`config.mk`:
```
export PLATFORM = sky130hd
export DESIGN_NAME = decode_unit_flat
export DESIGN_NICKNAME = d
export VERILOG_FILES = /design/src/rtl/decode_unit_if.sv /design/src/rtl/decode_unit.sv /design/src/flat_wrapper.sv
export SDC_FILE = /design/constraint.sdc
export NUM_CORES = 2
export LEC_CHECK = 0
export ABC_CLOCK_PERIOD_IN_PS = 11030
export BUFFER_PORTS_ARGS = -buffer_cell sky130_fd_sc_hd__clkbuf_2
export CAP_MARGIN = 5
export CORE_MARGIN = 3
export CORE_UTILIZATION = 40
export DETAILED_ROUTE_END_ITERATION = 10
export PLACE_DENSITY = 0.59
export SLEW_MARGIN = 20
export SYNTH_ARGS = -nofsm -noshare
export SYNTH_HDL_FRONTEND = slang
export SYNTH_SLANG_ARGS = --single-unit
```
`constraint.sdc`:
```
create_clock -name clk_i -period 11.03 [get_ports clk_i]
set_clock_uncertainty 0.2 [all_clocks]
set_input_delay 0 -clock clk_i [delete_from_list [all_inputs] [get_ports clk_i]]
set_output_delay 0 -clock clk_i [all_outputs]
set_load 0.02 [all_outputs]
```
`src/rtl/decode_unit_if.sv`:
```
// rtl/decode_unit_if.sv - fetch, forwarding, writeback and decode-output bundle of decode_unit
// E_icode_i/E_dstM_i exist only when DECODE_HAZARD_EN is defined.
interface decode_unit_if;
    logic [3:0]  f_icode_i, f_ifun_i, f_rA_i, f_rB_i, f_stat_i;
    logic [63:0] f_valC_i, f_valP_i;
    logic        D_stall_i, D_bubble_i;
    logic [3:0]  e_dstE_i;
    logic [63:0] e_valE_i;
    logic [3:0]  M_dstE_i, M_dstM_i;
    logic [63:0] M_valE_i, m_valM_i;
    logic [3:0]  W_dstE_i, W_dstM_i;
    logic [63:0] W_valE_i, W_valM_i;
`ifdef DECODE_HAZARD_EN
    logic [3:0]  E_icode_i, E_dstM_i;
`endif
    logic [3:0]  D_icode_o, D_ifun_o, D_stat_o;
    logic [63:0] d_valC_o;
    logic [3:0]  d_srcA_o, d_srcB_o, d_dstE_o, d_dstM_o;
    logic [63:0] d_valA_o, d_valB_o;
    logic        d_load_use_o;

    modport master (
        output f_icode_i, f_ifun_i, f_rA_i, f_rB_i, f_stat_i, f_valC_i, f_valP_i,
               D_stall_i, D_bubble_i, e_dstE_i, e_valE_i,
               M_dstE_i, M_dstM_i, M_valE_i, m_valM_i,
               W_dstE_i, W_dstM_i, W_valE_i, W_valM_i,
`ifdef DECODE_HAZARD_EN
               E_icode_i, E_dstM_i,
`endif
        input  D_icode_o, D_ifun_o, D_stat_o, d_valC_o,
               d_srcA_o, d_srcB_o, d_dstE_o, d_dstM_o,
               d_valA_o, d_valB_o, d_load_use_o
    );

    modport slave (
        input  f_icode_i, f_ifun_i, f_rA_i, f_rB_i, f_stat_i, f_valC_i, f_valP_i,
               D_stall_i, D_bubble_i, e_dstE_i, e_valE_i,
               M_dstE_i, M_dstM_i, M_valE_i, m_valM_i,
               W_dstE_i, W_dstM_i, W_valE_i, W_valM_i,
`ifdef DECODE_HAZARD_EN
               E_icode_i, E_dstM_i,
`endif
        output D_icode_o, D_ifun_o, D_stat_o, d_valC_o,
               d_srcA_o, d_srcB_o, d_dstE_o, d_dstM_o,
               d_valA_o, d_valB_o, d_load_use_o
    );
endinterface

```
`src/rtl/decode_unit.sv`:
```
// rtl/decode_unit.sv - Y86-64 decode stage: D register, 15x64 register file, operand forwarding
// Define DECODE_HAZARD_EN to enable the in-block load/use hazard detector.
module decode_unit (
    input logic         clk_i,
    input logic         rst_i,
    decode_unit_if.slave bus
);
    localparam logic [3:0] IHALT   = 4'h0;
    localparam logic [3:0] INOP    = 4'h1;
    localparam logic [3:0] IRRMOVQ = 4'h2;
    localparam logic [3:0] IIRMOVQ = 4'h3;
    localparam logic [3:0] IRMMOVQ = 4'h4;
    localparam logic [3:0] IMRMOVQ = 4'h5;
    localparam logic [3:0] IOPQ    = 4'h6;
    localparam logic [3:0] IJXX    = 4'h7;
    localparam logic [3:0] ICALL   = 4'h8;
    localparam logic [3:0] IRET    = 4'h9;
    localparam logic [3:0] IPUSHQ  = 4'hA;
    localparam logic [3:0] IPOPQ   = 4'hB;
    localparam logic [3:0] RRSP    = 4'h4;
    localparam logic [3:0] RNONE   = 4'hF;
    localparam logic [3:0] SBUB    = 4'h0;

    logic [3:0]  d_icode, d_ifun, d_ra, d_rb, d_stat;
    logic [63:0] d_valc, d_valp;
    logic [63:0] rf [0:14];

    logic [3:0]  src_a, src_b, dst_e, dst_m;
    logic [63:0] rf_a, rf_b, val_a, val_b;
    logic        load_use;

    // Writeback lands regardless of stall/bubble; dstM is assigned last so it wins on a clash.
    always_ff @(posedge clk_i) begin
        if (rst_i) begin
            d_icode <= INOP;
            d_ifun  <= 4'h0;
            d_ra    <= RNONE;
            d_rb    <= RNONE;
            d_valc  <= '0;
            d_valp  <= '0;
            d_stat  <= SBUB;
            for (int i = 0; i < 15; i++) rf[i] <= '0;
        end else begin
            if (bus.W_dstE_i != RNONE) rf[bus.W_dstE_i] <= bus.W_valE_i;
            if (bus.W_dstM_i != RNONE) rf[bus.W_dstM_i] <= bus.W_valM_i;
            if (!bus.D_stall_i) begin
                if (bus.D_bubble_i) begin
                    d_icode <= INOP;
                    d_ifun  <= 4'h0;
                    d_ra    <= RNONE;
                    d_rb    <= RNONE;
                    d_valc  <= '0;
                    d_valp  <= '0;
                    d_stat  <= SBUB;
                end else begin
                    d_icode <= bus.f_icode_i;
                    d_ifun  <= bus.f_ifun_i;
                    d_ra    <= bus.f_rA_i;
                    d_rb    <= bus.f_rB_i;
                    d_valc  <= bus.f_valC_i;
                    d_valp  <= bus.f_valP_i;
                    d_stat  <= bus.f_stat_i;
                end
            end
        end
    end

    always_comb begin
        src_a = RNONE;
        src_b = RNONE;
        dst_e = RNONE;
        dst_m = RNONE;
        case (d_icode)
            IRRMOVQ: begin src_a = d_ra; dst_e = d_rb; end
            IIRMOVQ: dst_e = d_rb;
            IRMMOVQ: begin src_a = d_ra; src_b = d_rb; end
            IMRMOVQ: begin src_b = d_rb; dst_m = d_ra; end
            IOPQ:    begin src_a = d_ra; src_b = d_rb; dst_e = d_rb; end
            IPUSHQ:  begin src_a = d_ra; src_b = RRSP; dst_e = RRSP; end
            IPOPQ:   begin src_a = RRSP; src_b = RRSP; dst_e = RRSP; dst_m = d_ra; end
            ICALL:   begin src_b = RRSP; dst_e = RRSP; end
            IRET:    begin src_a = RRSP; src_b = RRSP; dst_e = RRSP; end
            default: ;
        endcase
    end

    always_comb begin
        rf_a = '0;
        rf_b = '0;
        if (src_a != RNONE) rf_a = rf[src_a];
        if (src_b != RNONE) rf_b = rf[src_b];
    end

    // Youngest producer wins; RNONE never matches so unused operands fall through to 0.
    always_comb begin
        val_a = rf_a;
        if (d_icode == ICALL || d_icode == IJXX)            val_a = d_valp;
        else if (src_a != RNONE && src_a == bus.e_dstE_i)   val_a = bus.e_valE_i;
        else if (src_a != RNONE && src_a == bus.M_dstM_i)   val_a = bus.m_valM_i;
        else if (src_a != RNONE && src_a == bus.M_dstE_i)   val_a = bus.M_valE_i;
        else if (src_a != RNONE && src_a == bus.W_dstM_i)   val_a = bus.W_valM_i;
        else if (src_a != RNONE && src_a == bus.W_dstE_i)   val_a = bus.W_valE_i;
    end

    always_comb begin
        val_b = rf_b;
        if (src_b != RNONE && src_b == bus.e_dstE_i)        val_b = bus.e_valE_i;
        else if (src_b != RNONE && src_b == bus.M_dstM_i)   val_b = bus.m_valM_i;
        else if (src_b != RNONE && src_b == bus.M_dstE_i)   val_b = bus.M_valE_i;
        else if (src_b != RNONE && src_b == bus.W_dstM_i)   val_b = bus.W_valM_i;
        else if (src_b != RNONE && src_b == bus.W_dstE_i)   val_b = bus.W_valE_i;
    end

`ifdef DECODE_HAZARD_EN
    assign load_use = (bus.E_icode_i == IMRMOVQ || bus.E_icode_i == IPOPQ) &&
                      (bus.E_dstM_i != RNONE) &&
                      (bus.E_dstM_i == src_a || bus.E_dstM_i == src_b);
`else
    assign load_use = 1'b0;
`endif

    assign bus.D_icode_o    = d_icode;
    assign bus.D_ifun_o     = d_ifun;
    assign bus.D_stat_o     = d_stat;
    assign bus.d_valC_o     = d_valc;
    assign bus.d_srcA_o     = src_a;
    assign bus.d_srcB_o     = src_b;
    assign bus.d_dstE_o     = dst_e;
    assign bus.d_dstM_o     = dst_m;
    assign bus.d_valA_o     = val_a;
    assign bus.d_valB_o     = val_b;
    assign bus.d_load_use_o = load_use;
endmodule

```
`src/flat_wrapper.sv`:
```
// flat-port wrapper written by rule: the top's interface ports become plain ports
module decode_unit_flat 
  (clk_i, rst_i, bus_f_icode_i, bus_f_ifun_i, bus_f_rA_i, bus_f_rB_i, bus_f_stat_i, bus_f_valC_i, bus_f_valP_i, bus_D_stall_i, bus_D_bubble_i, bus_e_dstE_i, bus_e_valE_i, bus_M_dstE_i, bus_M_dstM_i, bus_M_valE_i, bus_m_valM_i, bus_W_dstE_i, bus_W_dstM_i, bus_W_valE_i, bus_W_valM_i, bus_D_icode_o, bus_D_ifun_o, bus_D_stat_o, bus_d_valC_o, bus_d_srcA_o, bus_d_srcB_o, bus_d_dstE_o, bus_d_dstM_o, bus_d_valA_o, bus_d_valB_o, bus_d_load_use_o);
  decode_unit_if bus_i ();
  input logic clk_i;
  input logic rst_i;
  input wire logic [$bits(bus_i.f_icode_i)-1:0] bus_f_icode_i;
  input wire logic [$bits(bus_i.f_ifun_i)-1:0] bus_f_ifun_i;
  input wire logic [$bits(bus_i.f_rA_i)-1:0] bus_f_rA_i;
  input wire logic [$bits(bus_i.f_rB_i)-1:0] bus_f_rB_i;
  input wire logic [$bits(bus_i.f_stat_i)-1:0] bus_f_stat_i;
  input wire logic [$bits(bus_i.f_valC_i)-1:0] bus_f_valC_i;
  input wire logic [$bits(bus_i.f_valP_i)-1:0] bus_f_valP_i;
  input wire logic [$bits(bus_i.D_stall_i)-1:0] bus_D_stall_i;
  input wire logic [$bits(bus_i.D_bubble_i)-1:0] bus_D_bubble_i;
  input wire logic [$bits(bus_i.e_dstE_i)-1:0] bus_e_dstE_i;
  input wire logic [$bits(bus_i.e_valE_i)-1:0] bus_e_valE_i;
  input wire logic [$bits(bus_i.M_dstE_i)-1:0] bus_M_dstE_i;
  input wire logic [$bits(bus_i.M_dstM_i)-1:0] bus_M_dstM_i;
  input wire logic [$bits(bus_i.M_valE_i)-1:0] bus_M_valE_i;
  input wire logic [$bits(bus_i.m_valM_i)-1:0] bus_m_valM_i;
  input wire logic [$bits(bus_i.W_dstE_i)-1:0] bus_W_dstE_i;
  input wire logic [$bits(bus_i.W_dstM_i)-1:0] bus_W_dstM_i;
  input wire logic [$bits(bus_i.W_valE_i)-1:0] bus_W_valE_i;
  input wire logic [$bits(bus_i.W_valM_i)-1:0] bus_W_valM_i;
  output wire logic [$bits(bus_i.D_icode_o)-1:0] bus_D_icode_o;
  output wire logic [$bits(bus_i.D_ifun_o)-1:0] bus_D_ifun_o;
  output wire logic [$bits(bus_i.D_stat_o)-1:0] bus_D_stat_o;
  output wire logic [$bits(bus_i.d_valC_o)-1:0] bus_d_valC_o;
  output wire logic [$bits(bus_i.d_srcA_o)-1:0] bus_d_srcA_o;
  output wire logic [$bits(bus_i.d_srcB_o)-1:0] bus_d_srcB_o;
  output wire logic [$bits(bus_i.d_dstE_o)-1:0] bus_d_dstE_o;
  output wire logic [$bits(bus_i.d_dstM_o)-1:0] bus_d_dstM_o;
  output wire logic [$bits(bus_i.d_valA_o)-1:0] bus_d_valA_o;
  output wire logic [$bits(bus_i.d_valB_o)-1:0] bus_d_valB_o;
  output wire logic [$bits(bus_i.d_load_use_o)-1:0] bus_d_load_use_o;
  assign bus_i.f_icode_i = bus_f_icode_i;
  assign bus_i.f_ifun_i = bus_f_ifun_i;
  assign bus_i.f_rA_i = bus_f_rA_i;
  assign bus_i.f_rB_i = bus_f_rB_i;
  assign bus_i.f_stat_i = bus_f_stat_i;
  assign bus_i.f_valC_i = bus_f_valC_i;
  assign bus_i.f_valP_i = bus_f_valP_i;
  assign bus_i.D_stall_i = bus_D_stall_i;
  assign bus_i.D_bubble_i = bus_D_bubble_i;
  assign bus_i.e_dstE_i = bus_e_dstE_i;
  assign bus_i.e_valE_i = bus_e_valE_i;
  assign bus_i.M_dstE_i = bus_M_dstE_i;
  assign bus_i.M_dstM_i = bus_M_dstM_i;
  assign bus_i.M_valE_i = bus_M_valE_i;
  assign bus_i.m_valM_i = bus_m_valM_i;
  assign bus_i.W_dstE_i = bus_W_dstE_i;
  assign bus_i.W_dstM_i = bus_W_dstM_i;
  assign bus_i.W_valE_i = bus_W_valE_i;
  assign bus_i.W_valM_i = bus_W_valM_i;
  assign bus_D_icode_o = bus_i.D_icode_o;
  assign bus_D_ifun_o = bus_i.D_ifun_o;
  assign bus_D_stat_o = bus_i.D_stat_o;
  assign bus_d_valC_o = bus_i.d_valC_o;
  assign bus_d_srcA_o = bus_i.d_srcA_o;
  assign bus_d_srcB_o = bus_i.d_srcB_o;
  assign bus_d_dstE_o = bus_i.d_dstE_o;
  assign bus_d_dstM_o = bus_i.d_dstM_o;
  assign bus_d_valA_o = bus_i.d_valA_o;
  assign bus_d_valB_o = bus_i.d_valB_o;
  assign bus_d_load_use_o = bus_i.d_load_use_o;
  decode_unit u_core (.clk_i(clk_i), .rst_i(rst_i), .bus(bus_i));
endmodule
```
* After elaboration in Yosys (flattened, before gate mapping)
Memory sizes are Yosys's and may differ from the RTL's.
Cells that the tools add are included.
** Cells by class
- Mux-type cells :: 38
- Equality and inequality tests :: 24
- Reduce and logical (&&, ||, !) cells :: 19
** Operators by type and width (count)
- $mux 64 :: 17
- $reduce_or 64->1 :: 2
- $eq 4x4->1 :: 10
- $mux 4 :: 8
- $pmux 4 s2 :: 3
- $eq 4x3->1 const B :: 4
- $eq 4x4->1 const B :: 4
- $ne 4x4->1 const B :: 4
- $logic_and 1x1->1 :: 10
- $mux 1 :: 10
- $eq 4x2->1 const B :: 2
- $reduce_or 4->1 :: 2
- $reduce_or 3->1 :: 2
- $reduce_or 2->1 :: 2
- $logic_or 1x1->1 :: 1
** Storage, ports and cells
- Output and inout bits :: 221
- Word-level logic and storage cells :: 89
- Input port bits :: 492
- Memory bits (writable) :: 960
- Flip-flop bits (word level) :: 148
- Memories kept :: 1
** Memories
- u_core.rf :: words 15, bits a word 64, read ports 2, clocked after memory_dff 0, write ports 15, line decode_unit.sv:26 : logic [63:0] rf [0:14];

* Depth between registers and ports, before layout
- Depth after elaboration :: 11
- Mapped depth :: 15
- Depth with buffers taken out :: 10

* Worst setup path after synthesis
OpenSTA, ideal clock, no wires.
- Path kind :: input port to flip-flop
- From :: in bus_W_dstM_i[3]
- To :: mem u_core.rf[12][0] (enable)
- Data arrival time :: 5.127 ns
- Buffers on the path :: 1
- Stages on the path :: 3
- Required time :: 10.249 ns
- Slack :: 5.122 ns
- Library setup time :: 0.581 ns
- Path through :: clkbuf_1 > nand2_1 > o31ai_1
** RTL lines
- start, declared :: line flat_wrapper.sv:23 : input wire logic [$bits(bus_i.W_dstM_i)-1:0] bus_W_dstM_i;
- end, declared :: line decode_unit.sv:26

* Worst setup path after layout
- From :: reg u_core.d_icode[2] (netlist: u_core.bus.D_icode_o[2])
- To :: out bus_d_valA_o[15]
** On the way
- Word-level cells in the longest chain between the ends :: 11
- Elaborated cells between the ends (all ways) :: 31
- Those cells by class :: 14 x eq/ne; 8 x mux; 8 x reduce/logical; 1 x memory
** RTL lines
- start, declared :: line decode_unit.sv:24 : logic [3:0] d_icode, d_ifun, d_ra, d_rb, d_stat;
- start signal, assigned :: line decode_unit.sv:56 : d_icode <= bus.f_icode_i;
- $eq 4x3->1, or another cell as far along :: line decode_unit.sv:73 : case (d_icode)
- $reduce_or 4->1 (no line) / $reduce_or 2->1 (equally long branches)
- $pmux 4 s2 :: line decode_unit.sv:73
- $mem_v2 15x64, or another cell as far along
- $mux 64 / $logic_and 1x1->1 (equally long branches) :: line decode_unit.sv:90, decode_unit.sv:102
- $mux 64 :: line decode_unit.sv:102 : else if (src_a != RNONE && src_a == bus.W_dstE_i) val_a = bus.W_valE_i;
- $mux 64 :: line decode_unit.sv:101 : else if (src_a != RNONE && src_a == bus.W_dstM_i) val_a = bus.W_valM_i;
- $mux 64 :: line decode_unit.sv:100 : else if (src_a != RNONE && src_a == bus.M_dstE_i) val_a = bus.M_valE_i;
- $mux 64 :: line decode_unit.sv:99 : else if (src_a != RNONE && src_a == bus.M_dstM_i) val_a = bus.m_valM_i;
- $mux 64 :: line decode_unit.sv:98 : else if (src_a != RNONE && src_a == bus.e_dstE_i) val_a = bus.e_valE_i;
- $mux 64 (*) :: line decode_unit.sv:97 : if (d_icode == ICALL || d_icode == IJXX) val_a = d_valp;
- end, declared :: line flat_wrapper.sv:34 : output wire logic [$bits(bus_i.d_valA_o)-1:0] bus_d_valA_o;
Every way passes the cells marked *; elsewhere a longest branch is shown, timed or not.

==> results.cfg <==
[status]
status = finished, final reports clean

[worst_hold_path]
holdPathEnd = u_core.rf[15][28]
hold_path.class = input pin to flop
hold_depth = 2
hold_path.startpoint = bus_W_valE_i[28]

[synth]
synth-async-reset-ratio_pct = 0
postSynthCellCount = 6959
yosysWarnings = 0
ys_seq_elements = 1172
synth_area_sq_um = 72090
seq_area_frac_synth_pct = 46.76
ys_types = 68
synth_edf_count = 1024
avgSynthCellArea_sq_um = 10.36
synth_ff_type = edfxtp_1

[worst_setup_path]
r2r.worst_path.cells = 4
critical_path.endpoint_type = primary output
worstSetupPathType = flop to primary output
timing.rr.end = u_core.d_rb[0]
cp_max_fo = 48
arrival_ns = 7.10
r2r_setup_slack_ns = 8.48
crit_required_ns = 10.83
start_kind = flop
r2r_start = u_core.d_rb[0]

[die]
start_util_pct = 40.32
die_h_microns = 430.5
ios = 713
rows = 155
die_w_microns = 430.5
core_sq_um = 178800
die-area_sq_um = 185400

[global_route]
grt_pass1_wl_mm = 517.5
grt_pass1_vias = 71470
grt_start_max_net_pins = 209
grt_overflow = 0
antenna_found_initial = 30
grt.total_usage_pct = 38.00

[power]
total_power_uw = 11720
power_density_nw_per_um2 = 134.2
p_leak_uw = 0.03362
irDropWorstVdd_uv = 150.4

[cells_and_area]
final_nets = 8080
fillerInstances = 15940
final_cells = 10070
layout-drive-gt1-share_pct = 15.77
area_growth_syn_to_layout_pct = 21.16

[place]
dpl.hpwl_mm = 204.1
io_buffer_count = 711
place_inst = 9127
dp_slack_ns = 4.964
place.gp.congestion = 0.9767

[sta]
rsz0062_at_grt = no
whs_ns = 0.07209
timing.final.hold_violations = 0
drv_slew = 0
finalWorstSetupSlack_ns = 3.729
fin_crit_sh_pct = 66.19
slew_headroom_pct = 13.39
layout_min_cycle_time_ns = 7.301
tightestPinTransition_ns = 1.299
finalSetupViolCount = 0
setup_tns_ns = 0
max_freq_mhz = 137.0

[clock_tree]
insertion_delay_ns = 0.79
cts_tree = done
clkTransAtPathRegs_ns = 0.06
cts.sinks = 1172
numCtsBuffers = 136
clock-root-buffer = clkbuf_16
cts-htree-levels = 4
clock_path_buffers = 3

[route]
vias = 73550
drc = 0
dr_wl_met3_mm = 48.03
top_layer = met5
wl_met2_mm = 163.4
drt_iter0_drc = 12500
dr.pass1.iters = 7
wl_mm = 370.2
routed_via_density = 7.306
postRouteAntennaNets = 0
wl_per_cell_microns = 36.77
wl_met1_mm = 131.7

[job]
cap_violations = 0
## worst max-delay path, cell delays in order, from the launching register on
cell	delay [ns]
dfxtp_1	0.59
nor2b_1	0.62
nor2_1	0.22
nor3_4	0.15
buf_4	0.73
inv_6	0.42
xor2_1	0.23
a21oi_1	0.13
a31oi_4	0.90
buf_4	0.93
o21ai_0	0.54
nand4_1	0.31
o211a_1	0.18
clkbuf_2	0.17
## per-layer routing
metal	up-vias	global-route usage (%)
li1	29300	-
met1	36020	47.30
met2	6629	58.29
met3	1594	10.04
met4	18	24.81
met5	-	0
## power breakdown
group / switching (uW) / leakage, uW / internal (uW)
Combinational: 1210 / 0.0203 / 652
Sequential: 199 / 0.0112 / 5180
Clock: 1960 / 0.00208 / 2520
Total: 3370 / 0.0336 / 8350
## flip-flops by register name (all words and copies together) (netlist names)
register and count:
u_core.bus.D_icode_o 4, u_core.bus.D_ifun_o 4, u_core.bus.D_stat_o 4, u_core.bus.d_valC_o 64, u_core.d_ra 4, u_core.d_rb 4
u_core.d_valp 64, u_core.rf 1024
## layout make-up
class	instances	area (sq um)	share of cell area, %
Tap cell	2355	2947	3.373
Clock inverter	58	456.7	0.5228
Antenna cell	16	40.04	0.04584
Timing Repair Buffer	1553	11690	13.38
Sequential cell	1172	33720	38.60
Clock buffer	188	3789	4.337
Inverter	19	91.34	0.1046
Multi-Input combinational cell	4706	34620	39.63
## what timing repair did
| action | 4_1_cts | 5_1_grt |
|---|---|---|
| hold buffers | 677 | 0 |
| resized for setup | 0 | 0 |
| endpoints found under the hold margin | 1211 | 0 |
| buffers inserted | 0 | 0 |
| setup endpoints to repair | 0 | 0 |
## synthesized netlist by cell type (67+ instances only)
cell	count	area (sq um)
edfxtp_1	1024	30750
a22o_1	960	8408
clkbuf_1	944	3543
a221oi_1	571	5001
mux2i_1	389	3894
o21ai_0	341	1707
nor2_1	293	1100
nand2_1	278	1044
a211oi_1	255	1914
nor3_1	223	1116
dfxtp_1	148	2963
a22oi_1	139	1044
a31oi_1	130	813.3
buf_1	105	394.1
nand2b_1	81	506.7
a21oi_1	73	365.4
nor2b_1	72	450.4
or3_1	71	444.2
nand3_1	70	350.3
nand4_1	69	431.7
o221ai_1	69	604.3
o31ai_1	67	503.0
## metrics by stage
step	utilization, %	instance area [sq um]
final	48.85	87350
after global routing	48.84	87340
after CTS	48.81	87270
after detailed placement	42.64	76250
after global placement	42.64	76240
after floorplan	-	72330
## cell usage in the layout (no fill, tap or decap), drive strengths merged, types with 71 or more instances in the layout
master          n
a22oi         139
a211oi        255
clkbuf        897
buf           167
a21oi          74
nor3          226
nor2b          72
a221oi        571
dlygate4sd3   677
nor2          293
or3            71
nand2         278
edfxtp       1024
dfxtp         148
nand2b         81
o21ai         394
a31oi         130
mux2i         389
a22o          960
## cell families (layout without fill, tap and decap cells)
group	Yosys count	in the layout	synth area share, %
buffers and inverters	1145	1818	6.262
XOR/XNOR	25	25	0.3037
flip-flops	1172	1172	46.76
AND/OR/NAND/NOR	1197	1197	7.953
AO/OA/AOI/OAI	2968	2968	32.34
other	1	81	0.005202
multiplexers	451	451	6.370
## worst max-delay path by stage
stage / startpoint / cells past startpoint / end
3_3_place_gp: u_core.bus.D_icode_o[2] / 13 / bus_d_valA_o[1]
4_1_cts: u_core.bus.D_icode_o[2] / 13 / bus_d_valA_o[15]
3_5_place_dp: u_core.bus.D_icode_o[2] / 13 / bus_d_valA_o[15]
2_1_floorplan: bus_W_dstM_i[3] / 3 / u_core.rf[12][0]
6_report: u_core.bus.D_icode_o[2] / 13 / bus_d_valA_o[15]
5_1_grt: u_core.bus.D_icode_o[2] / 13 / bus_d_valA_o[15]
(Power assumes the default switching activity.)
